### src/rtl/dec_scan_driver_if.sv
// rtl/dec_scan_driver_if.sv - Load/status/display bundle for the decimal scan driver
interface dec_scan_driver_if #(
  parameter int NUM_DIGITS = 4
);
  logic [31:0]           value;
  logic                  load;
  logic                  busy;
  logic                  ovf;
  logic [31:0]           digit;
  logic [NUM_DIGITS-1:0] an_sel;

  modport master (
    output value, load,
    input  busy, ovf, digit, an_sel
  );

  modport slave (
    input  value, load,
    output busy, ovf, digit, an_sel
  );
endinterface

### src/rtl/dec_scan_driver.sv
// rtl/dec_scan_driver.sv - Double-dabble binary-to-BCD converter with multiplexed digit scan
// Optional feature macro: LEADING_ZERO_BLANK_EN (leading zero digits above digit 0 output 10).
module dec_scan_driver #(
  parameter int NUM_DIGITS = 4,
  parameter int SCAN_DIV   = 50000
) (
  input  logic             clk,
  input  logic             rst,
  dec_scan_driver_if.slave bus
);
  localparam int BW = 4 * NUM_DIGITS;
  localparam int PW = (SCAN_DIV > 1) ? $clog2(SCAN_DIV) : 1;
  localparam int SW = (NUM_DIGITS > 1) ? $clog2(NUM_DIGITS) : 1;

  function automatic logic [31:0] max_value(input int n);
    logic [31:0] p;
    p = 32'd1;
    for (int i = 0; i < n; i++) p = p * 32'd10;
    return p - 32'd1;
  endfunction

  localparam logic [31:0]           MAX_VAL = max_value(NUM_DIGITS);
  localparam logic [NUM_DIGITS-1:0] AN_RST  = ~(NUM_DIGITS'(1));

  typedef enum logic {S_IDLE, S_CONV} state_e;

  state_e                state_q, state_d;
  logic                  capture, done;
  logic [31:0]           bin_q, bin_d, bin_step;
  logic [BW-1:0]         bcd_q, bcd_d, bcd_adj, bcd_step;
  logic [4:0]            cnt_q, cnt_d;
  logic [BW-1:0]         disp_q, disp_d, view;
  logic                  ovf_q, ovf_d;
  logic [PW-1:0]         presc_q, presc_d;
  logic [SW-1:0]         scan_q, scan_d;
  logic [NUM_DIGITS-1:0] an_q, an_d;
  logic [3:0]            digit_q, digit_d;
  logic                  wrap;

  always_comb begin
    state_d = state_q;
    capture = 1'b0;
    done    = 1'b0;
    case (state_q)
      S_IDLE: begin
        if (bus.load) begin
          capture = 1'b1;
          state_d = S_CONV;
        end
      end
      S_CONV: begin
        if (cnt_q == 5'd31) begin
          done    = 1'b1;
          state_d = S_IDLE;
        end
      end
      default: state_d = S_IDLE;
    endcase
  end

  // One double-dabble step: add 3 to any BCD nibble >= 5, then shift bcd:bin left.
  always_comb begin
    bcd_adj = bcd_q;
    for (int i = 0; i < NUM_DIGITS; i++) begin
      if (bcd_q[4*i +: 4] >= 4'd5) bcd_adj[4*i +: 4] = bcd_q[4*i +: 4] + 4'd3;
    end
    {bcd_step, bin_step} = {bcd_adj, bin_q} << 1;
  end

  always_comb begin
    bin_d  = bin_q;
    bcd_d  = bcd_q;
    cnt_d  = cnt_q;
    disp_d = disp_q;
    ovf_d  = ovf_q;
    if (capture) begin
      ovf_d = (bus.value > MAX_VAL);
      bin_d = ovf_d ? MAX_VAL : bus.value;
      bcd_d = '0;
      cnt_d = '0;
    end else if (state_q == S_CONV) begin
      bin_d = bin_step;
      bcd_d = bcd_step;
      cnt_d = cnt_q + 5'd1;
      if (done) disp_d = bcd_step;
    end
  end

  always_comb begin
    wrap    = (presc_q == PW'(SCAN_DIV - 1));
    presc_d = wrap ? '0 : presc_q + PW'(1);
    scan_d  = scan_q;
    if (wrap) scan_d = (scan_q == SW'(NUM_DIGITS - 1)) ? '0 : scan_q + SW'(1);
    an_d = ~(NUM_DIGITS'(1) << scan_d);
  end

`ifdef LEADING_ZERO_BLANK_EN
  always_comb begin
    logic lead;
    view = disp_d;
    lead = 1'b1;
    for (int i = NUM_DIGITS - 1; i >= 1; i--) begin
      lead = lead && (disp_d[4*i +: 4] == 4'd0);
      if (lead) view[4*i +: 4] = 4'd10;
    end
  end
`else
  assign view = disp_d;
`endif

  // Digit is selected from next-state display/scan so it tracks an_sel and busy fall on the same edge.
  always_comb begin
    digit_d = 4'd0;
    for (int i = 0; i < NUM_DIGITS; i++) begin
      if (scan_d == SW'(i)) digit_d = view[4*i +: 4];
    end
  end

  always_ff @(posedge clk) begin
    if (rst) begin
      state_q <= S_IDLE;
      bin_q   <= '0;
      bcd_q   <= '0;
      cnt_q   <= '0;
      disp_q  <= '0;
      ovf_q   <= 1'b0;
      presc_q <= '0;
      scan_q  <= '0;
      an_q    <= AN_RST;
      digit_q <= 4'd0;
    end else begin
      state_q <= state_d;
      bin_q   <= bin_d;
      bcd_q   <= bcd_d;
      cnt_q   <= cnt_d;
      disp_q  <= disp_d;
      ovf_q   <= ovf_d;
      presc_q <= presc_d;
      scan_q  <= scan_d;
      an_q    <= an_d;
      digit_q <= digit_d;
    end
  end

  assign bus.busy   = (state_q == S_CONV);
  assign bus.ovf    = ovf_q;
  assign bus.digit  = {28'd0, digit_q};
  assign bus.an_sel = an_q;
endmodule
### src/flat_wrapper.sv
// flat-port wrapper written by rule: the top's interface ports become plain ports
module dec_scan_driver_flat 
#(
  parameter int NUM_DIGITS = 4,
  parameter int SCAN_DIV   = 50000
)
  (clk, rst, bus_value, bus_load, bus_busy, bus_ovf, bus_digit, bus_an_sel);
  dec_scan_driver_if #(.NUM_DIGITS(NUM_DIGITS)) bus_i ();
  input  logic clk;
  input  logic rst;
  input wire logic [$bits(bus_i.value)-1:0] bus_value;
  input wire logic [$bits(bus_i.load)-1:0] bus_load;
  output wire logic [$bits(bus_i.busy)-1:0] bus_busy;
  output wire logic [$bits(bus_i.ovf)-1:0] bus_ovf;
  output wire logic [$bits(bus_i.digit)-1:0] bus_digit;
  output wire logic [$bits(bus_i.an_sel)-1:0] bus_an_sel;
  assign bus_i.value = bus_value;
  assign bus_i.load = bus_load;
  assign bus_busy = bus_i.busy;
  assign bus_ovf = bus_i.ovf;
  assign bus_digit = bus_i.digit;
  assign bus_an_sel = bus_i.an_sel;
  dec_scan_driver #(.NUM_DIGITS(NUM_DIGITS), .SCAN_DIV(SCAN_DIV)) u_core (.clk(clk), .rst(rst), .bus(bus_i));
endmodule
### config.mk
export PLATFORM = sky130hd
export DESIGN_NAME = dec_scan_driver_flat
export DESIGN_NICKNAME = d
export VERILOG_FILES = /design/src/rtl/dec_scan_driver_if.sv /design/src/rtl/dec_scan_driver.sv /design/src/flat_wrapper.sv
export SDC_FILE = /design/constraint.sdc
export NUM_CORES = 1
export LEC_CHECK = 0
export CAP_MARGIN = 20
export CORE_MARGIN = 1
export CORE_UTILIZATION = 35
export DETAILED_ROUTE_END_ITERATION = 6
export DONT_BUFFER_PORTS = 1
export SYNTH_ARGS = -nofsm -noshare
export SYNTH_HDL_FRONTEND = slang
export SYNTH_SLANG_ARGS = --single-unit
### constraint.sdc
create_clock -name clk -period 2.6 [get_ports clk]
set_input_delay 0.65 -clock clk [delete_from_list [all_inputs] [get_ports clk]]
set_output_delay 0.65 -clock clk [all_outputs]
set_load 0.01 [all_outputs]
==> results of run 1 <==
[metrics by stage]
stage / util [%] / setup slack, ns / hold WS (ns) / total power [uW]
floorplan: - / 0.0215 / 0.413 / 1730
global placement: 36.9 / 0.141 / 0.423 / 1700
detailed placement: 36.9 / 0.0564 / 0.436 / 1710
CTS: 39.2 / 0.0520 / 0.355 / 3000
global route: 39.3 / -0.00973 / 0.354 / 3090
finish: 39.3 / 0.103 / 0.373 / 2960
[per-layer routing]
metal | up-vias | GRT usage (%) | part of all wire [%]
met5 | - | 0 | 0
met4 | 0 | 4.30 | 1.2
met3 | 10 | 4.48 | 4.7
met2 | 66 | 22.3 | 46
met1 | 1624 | 16.9 | 48
li1 | 1800 | - | -
[worst max-delay path: cells and delay by family (launching register included)]
family | cells | cell delay (ns)
AOI/OAI and AO/OA | 1 | 0.35
and+or+nand+nor | 2 | 0.94
DFF | 1 | 0.34
muxes | 2 | 0.76
[cell usage after synthesis (2+ instances only)]
master     number
dfxtp_1        97
o21bai_1        6
nor4_1          6
a2111oi_0       8
nand2b_1        7
nand2_1        32
xnor2_1        13
nor3b_1        33
and2_1          6
or3_1           4
a21o_1          2
a2111oi_2       2
a211oi_1       11
nor2b_1         6
ha_1           12
clkbuf_1       27
nand3_1        11
a211o_1         2
buf_1           5
and3_1          3
nor2_1         82
mux2_2          4
a221oi_1       10
inv_1          12
xor2_1          6
nor3_1          6
a21oi_1        52
o21ai_0        12
buf_4          28
nand4_1         2
mux2i_1        22
[logic make-up after synthesis]
| logic type | synth area share [%] |
|---|---|
| AND/OR/NAND/NOR | 22.6 |
| AO/OA/AOI/OAI | 14.9 |
| flip-flops | 41.8 |
| buffers and inverters | 8.08 |
| multiplexers | 5.71 |
| XOR/XNOR | 3.58 |
| adder cells (fa/ha/maj) | 3.23 |
| other | 0.0807 |
[cells in the final DEF, fill, tap and decap left out, drive strengths merged, types with 10 or more instances in the layout]
| cell type | synthesis | routed |
|---|---|---|
| o21ai | 12 | 12 |
| conb | 1 | 28 |
| xnor2 | 13 | 13 |
| mux2i | 22 | 22 |
| a21oi | 52 | 52 |
| nor3b | 33 | 33 |
| dfxtp | 97 | 97 |
| nor2 | 82 | 82 |
| a221oi | 10 | 10 |
| ha | 12 | 12 |
| inv | 12 | 12 |
| nand2 | 32 | 32 |
| clkbuf | 27 | 12 |
| a211oi | 11 | 11 |
| a2111oi | 10 | 10 |
| nand3 | 11 | 11 |
| buf | 33 | 10 |
[sequential cells by signal, summed over array words and instances (netlist names)]
| register | cells |
|---|---|
| u_core.bcd_q | 16 |
| u_core.digit_q | 4 |
| u_core.bus.busy | 1 |
| u_core.bin_q | 32 |
| u_core.scan_q | 2 |
| u_core.cnt_q | 5 |
| u_core.disp_q | 16 |
| u_core.presc_q | 16 |
| u_core.bus.an_sel | 4 |
| u_core.bus.ovf | 1 |
[area by class of cell]
class	count	share of cell area [%]
sequential	97	38.7
inverter	12	0.897
multi-input combinational	398	48.8
clock inverter	4	0.523
clock buffer	12	5.31
tap	172	4.29
timing repair buffer	10	1.50
[path summary, 6_finish.rpt]
path / start / endpoint / slack, ns
min reg2reg: u_core.presc_q[0] / u_core.presc_q[0] / 0.44
min: rst / u_core.bus.an_sel[0] / 0.37
max: u_core.presc_q[7] / u_core.digit_q[1] / 0.10
max reg2reg: u_core.presc_q[7] / u_core.digit_q[1] / 0.10
[where the power goes]
group / switching [uW] / internal (uW)
logic: 97.5 / 50.0
clock network: 557 / 725
registers: 16.4 / 1510
total: 671 / 2280
==> load_flow_metrics.sql, run 1 <==
INSERT INTO impl_metrics (metric_group, metric, value, unit) VALUES
('clocking', 'clk-insertion-delay-late', '0.34', 'ns'),
('die', 'die_w', '117', 'um'),
('critical_path', 'critical_path.cell_chain', 'or4b_4 > nor4_4 > mux2i_4 > mux2_2 > a2111oi_2', ''),
('global_routing', 'grt_max_degree', '71', ''),
('critical_path', 'critical_path_required', '2.84', 'ns'),
('power_and_ir_drop', 'vdd_drop_max', '0.305', 'mV'),
('clocking', 'cts_tree', 'done', ''),
('die', 'design.portCount', '73', ''),
('detailed_routing', 'wl_per_cell', '12.2', 'um'),
('synth', 'syn_avg_cell_area', '8.60', 'um2'),
('cells_and_area', 'seq_area', '0.00194', 'mm2'),
('sta', 'worst_relative_slew_slack', '56.0', '%'),
('synth', 'synth_area_leader_cell', 'dfxtp_1', ''),
('cells_and_area', 'drive_gt1_share', '7.50', '%'),
('sta', 'setup_total_negative_slack', '0', 'ns'),
('job', 'maximum_capacitance_violations', '0', ''),
('placed_design', 'gp_routability_congestion', '0.846', ''),
('hold_path', 'whs_path_depth', '1', ''),
('sta', 'finalWorstPathRequiredPeriod', '2.50', 'ns'),
('placed_design', 'place_area', '0.00471', 'mm2'),
('die', 'die_area', '0.0137', 'mm2'),
('clocking', 'post-cts-setup-buffer-count', '0', ''),
('clocking', 'clk_root_buffer_cell', 'clkbuf_16', ''),
('detailed_routing', 'drtAntennaViolNets', '0', ''),
('cells_and_area', 'layout.nets', '575', ''),
('sta', 'final.setup_skew', '0.00868', 'ns'),
('clocking', 'clkTransAtPathRegs', '0.07', 'ns'),
('detailed_routing', 'routed_via_density', '4.96', ''),
('synth', 'synth_top_area_share', '41.8', '%'),
('status', 'outcome', 'completed', ''),
('detailed_routing', 'number_of_design_rule_violations_left_after_detail_routing', '0', ''),
('synth', 'synth.distinct_cells', '42', ''),
('synth', 'mapped_area', '0.00465', 'mm2'),
('cells_and_area', 'design_area', '0.00502', 'mm2'),
('critical_path', 'worstSetupPathType', 'flop to flop', ''),
('critical_path', 'startpoint_kind_of_the_worst_setup_timing_path', 'flop', ''),
('synth', 'synth-seq-area-share', '41.8', '%'),
('detailed_routing', 'drt_iter0_drc', '171', ''),
('die', 'core', '0.0128', 'mm2'),
('die', 'rows', '41', ''),
('global_routing', 'first_global_vias', '3199', ''),
('clocking', 'ctsHoldBuffers', '0', ''),
('global_routing', 'antenna_found_initial', '0', ''),
('power_and_ir_drop', 'powerDensity', '589', 'mW/mm2'),
('sta', 'clock.fmax', '400', 'MHz'),
('cells_and_area', 'area_growth', '8.05', '%'),
('sta', 'slew_violations', '0', ''),
('sta', 'worstMarginPinSlew', '0.660', 'ns'),
('detailed_routing', 'detail_route.first_pass.iterations', '4', ''),
('synth', 'postSynthRegisterBits', '97', ''),
('global_routing', 'grtUsageTotal', '13.6', '%'),
('clocking', 'cts_h_tree_depth', '3', ''),
('critical_path', 'critical_path_data_arrival_time', '2.74', 'ns'),
('synth', 'synth_flop_cell', 'dfxtp_1', ''),
('placed_design', 'io_buffers', '0', ''),
('critical_path', 'ff2ff_path_depth', '5', ''),
('hold_path', 'worstHoldPathType', 'primary input to flop', ''),
('die', 'chipHeight', '117', 'um'),
('sta', 'hold_viol', '0', ''),
('clocking', 'max-clock-path-buffers', '2', ''),
('synth', 'ys_top_cells_by_area', 'dfxtp_1, nor2_1, a21oi_1, nor3b_1, mux2i_1', ''),
('die', 'initial_utilization', '36.4', '%'),
('cells_and_area', 'final_cell_count_no_fill', '705', ''),
('sta', 'setup_viol', '0', ''),
('clocking', 'post_cts_resize_count', '0', ''),
('power_and_ir_drop', 'power.leakage', '0.00180', 'uW'),
('synth', 'ys_warn_count', '0', ''),
('clocking', 'clkSinkCount', '97', ''),
('clocking', 'cts_made_buffers', '9', ''),
('synth', 'netlist_instances', '540', ''),
('sta', 'timing.final.crit_share', '96.1', '%'),
('global_routing', 'grt_overflow', '0', ''),
('critical_path', 'cp_slowest_cell', 'or4b_4', ''),
('critical_path', 'cp_slowest_stage_delay', '0.56', 'ns'),
('synth', 'synth-async-reset-ratio', '0', '%'),
('detailed_routing', 'wirelength', '8630', 'um'),
('placed_design', 'dp.cells', '689', ''),
('critical_path', 'end_kind', 'flop', ''),
('cells_and_area', 'fillerInstances', '1287', ''),
('detailed_routing', 'dr_total_vias', '3500', ''),
('global_routing', 'grt_pass1_wl', '14700', 'um'),
('cells_and_area', 'multi_input_area', '0.00245', 'mm2'),
('synth', 'post_synth_edffs', '0', ''),
('critical_path', 'crit_path_max_fanout', '5', ''),
('cells_and_area', 'insertedDiodeCount', '0', ''),
('placed_design', 'detailedPlacementHpwl', '5940', 'um');
No activity file was read; power rests on OpenSTA's default activity.
==> inputs of run 2 (changes only) <==
--- a/config.mk
+++ b/config.mk
@@ -7,9 +7,10 @@
 export LEC_CHECK = 0
 export CAP_MARGIN = 20
 export CORE_MARGIN = 1
-export CORE_UTILIZATION = 35
+export CORE_UTILIZATION = 30
 export DETAILED_ROUTE_END_ITERATION = 6
 export DONT_BUFFER_PORTS = 1
+export SETUP_SLACK_MARGIN = 0.3
 export SYNTH_ARGS = -nofsm -noshare
 export SYNTH_HDL_FRONTEND = slang
 export SYNTH_SLANG_ARGS = --single-unit
==> run 2 against run 1 <==
Worst hold slack better by 0.0027 ns. Sequential cell count unchanged. Clock skew shrank 0.0048 ns.
==> load_flow_metrics.sql, run 2 (synthesis gave the netlist of run 1 again) <==
INSERT INTO impl_metrics (metric_group, metric, value, unit) VALUES
('clocking', 'cts_made_buffers', '9', ''),
('sta', 'setup_total_negative_slack', '0', 'ns'),
('global_routing', 'grt_max_degree', '77', ''),
('clocking', 'clkTransAtPathRegs', '0.06', 'ns'),
('global_routing', 'antenna_found_initial', '0', ''),
('die', 'die_w', '126', 'um'),
('sta', 'worst_relative_slew_slack', '46.3', '%'),
('die', 'initial_utilization', '30.7', '%'),
('sta', 'finalWorstPathRequiredPeriod', '2.37', 'ns'),
('detailed_routing', 'dr_total_vias', '3605', ''),
('cells_and_area', 'insertedDiodeCount', '0', ''),
('cells_and_area', 'design_area', '0.00515', 'mm2'),
('critical_path', 'cp_slowest_cell', 'or4b_4', ''),
('sta', 'hold_viol', '0', ''),
('job', 'maximum_capacitance_violations', '0', ''),
('detailed_routing', 'drt_iter0_drc', '207', ''),
('cells_and_area', 'area_growth', '10.8', '%'),
('placed_design', 'gp_routability_congestion', '0.743', ''),
('cells_and_area', 'final_cell_mix', 'dfxtp_1, nor2_1, a21oi_1', ''),
('clocking', 'cts_tree', 'done', ''),
('power_and_ir_drop', 'vdd_drop_max', '0.351', 'mV'),
('critical_path', 'critical_path.cell_chain', 'or4b_4 > nor4_4 > buf_4 > buf_4 > mux2_2 > a211oi_1 > a2111oi_4', ''),
('sta', 'final.setup_skew', '0.00386', 'ns'),
('power_and_ir_drop', 'powerDensity', '583', 'mW/mm2'),
('placed_design', 'detailedPlacementHpwl', '6190', 'um'),
('sta', 'slew_violations', '0', ''),
('cells_and_area', 'final_cell_count_no_fill', '724', ''),
('sta', 'clock.fmax', '423', 'MHz'),
('hold_path', 'worstHoldPathType', 'primary input to flop', ''),
('detailed_routing', 'wirelength', '9090', 'um'),
('clocking', 'clk-insertion-delay-late', '0.34', 'ns'),
('critical_path', 'crit_family', 'simple AND/OR/NAND/NOR gates', ''),
('critical_path', 'critPathMostFrequentCell', 'buf_4', ''),
('clocking', 'clk_root_buffer_cell', 'clkbuf_16', ''),
('die', 'design.portCount', '73', ''),
('cells_and_area', 'drive_gt1_share', '10.1', '%'),
('global_routing', 'grt_pass1_wl', '15800', 'um'),
('sta', 'timing.final.crit_share', '91.0', '%'),
('detailed_routing', 'number_of_design_rule_violations_left_after_detail_routing', '0', ''),
('cells_and_area', 'fillerInstances', '1546', ''),
('detailed_routing', 'wl_per_cell', '12.5', 'um'),
('die', 'core', '0.0151', 'mm2'),
('cells_and_area', 'layout.nets', '579', ''),
('global_routing', 'first_global_vias', '3464', ''),
('critical_path', 'crit_path_max_fanout', '4', ''),
('die', 'chipHeight', '126', 'um'),
('sta', 'setup_viol', '0', ''),
('detailed_routing', 'routed_via_density', '4.98', ''),
('cells_and_area', 'largest-register', 'u_core.bin_q', ''),
('placed_design', 'place_area', '0.00475', 'mm2'),
('sta', 'setup_repair_after_global_routing_missed_its_margin', 'true', ''),
('detailed_routing', 'drtAntennaViolNets', '0', ''),
('cells_and_area', 'final_common_cell', 'dfxtp_1', ''),
('critical_path', 'cp_slowest_stage_delay', '0.55', 'ns'),
('status', 'outcome', 'completed', ''),
('sta', 'worstMarginPinSlew', '0.806', 'ns'),
('clocking', 'max-clock-path-buffers', '2', ''),
('clocking', 'cts_h_tree_depth', '3', ''),
('placed_design', 'dp.cells', '705', ''),
('global_routing', 'grt_overflow', '0', ''),
('clocking', 'clkSinkCount', '97', ''),
('placed_design', 'io_buffers', '0', ''),
('power_and_ir_drop', 'power.leakage', '0.00186', 'uW'),
('detailed_routing', 'detail_route.first_pass.iterations', '4', ''),
('die', 'die_area', '0.0160', 'mm2'),
('global_routing', 'grtUsageTotal', '12.1', '%'),
('critical_path', 'cp.buffers_inverters', '2', ''),
('critical_path', 'startpoint_kind_of_the_worst_setup_timing_path', 'flop', ''),
('critical_path', 'critical_path_data_arrival_time', '2.57', 'ns'),
('critical_path', 'end_kind', 'flop', ''),
('critical_path', 'critical_path_required', '2.80', 'ns'),
('cells_and_area', 'largest_register_ff_count', '32', ''),
('die', 'rows', '45', ''),
('critical_path', 'worstSetupPathType', 'flop to flop', '');
## run 2: changes by cell type in the layout (fill, tap and decap cells not counted), sizes merged
cell      before  now
buf           10   14
bufinv         0    1
clkinv         3    2
clkinvlp       1    0
## run 2: per-stage QoR
stage | hold WS [ns] | worst slack (ns) | util [%] | total power [uW]
6_report | 0.376 | 0.233 | 34.0 | 3000
3_3_place_gp | 0.425 | 0.148 | 31.4 | 1700
5_1_grt | 0.362 | 0.122 | 34.0 | 3140
4_1_cts | 0.365 | 0.227 | 33.9 | 3040
2_1_floorplan | 0.413 | 0.117 | - | 1730
3_5_place_dp | 0.440 | 0.0295 | 31.4 | 1710
## run 2: final timing paths
check                                        from                 to  slack [ns]  cells after the start
worst max-delay path            u_core.presc_q[5]  u_core.digit_q[1]        0.23                      7
worst min-delay path                          rst  u_core.disp_q[11]        0.38                      1
worst max register to register  u_core.presc_q[5]  u_core.digit_q[1]        0.23                      7
worst min register to register  u_core.presc_q[0]  u_core.presc_q[0]        0.45                      1
## run 2: metal layers
layer | global-route usage [%] | wire, um
met4 | 4.39 | 134
met1 | 15.1 | 4230
met5 | 0 | 0
met3 | 3.21 | 440
met2 | 19.9 | 4280
## run 2: power by group
part           internal [uW]  switching [uW]
Combinational           50.7            99.2
Clock                    790             534
Sequential              1510            17.0
## run 2: what timing repair did
item | CTS | global route
gates resized for setup | 13 | 4
endpoints found under the setup margin | 8 | 8
buffers inserted | 4 | 0
pin swaps | 2 | 2
hold buffers | 0 | 0
## run 2: area by class of cell
cell class / count / area, um2 / area share (%)
timing repair buffer: 14 / 105 / 2.04
multi-input combinational: 398 / 2510 / 48.9
sequential: 97 / 1950 / 37.9
tap: 188 / 235 / 4.57
clock buffer: 12 / 256 / 4.98
clock inverter: 3 / 40.0 / 0.778
inverter: 12 / 45.0 / 0.875
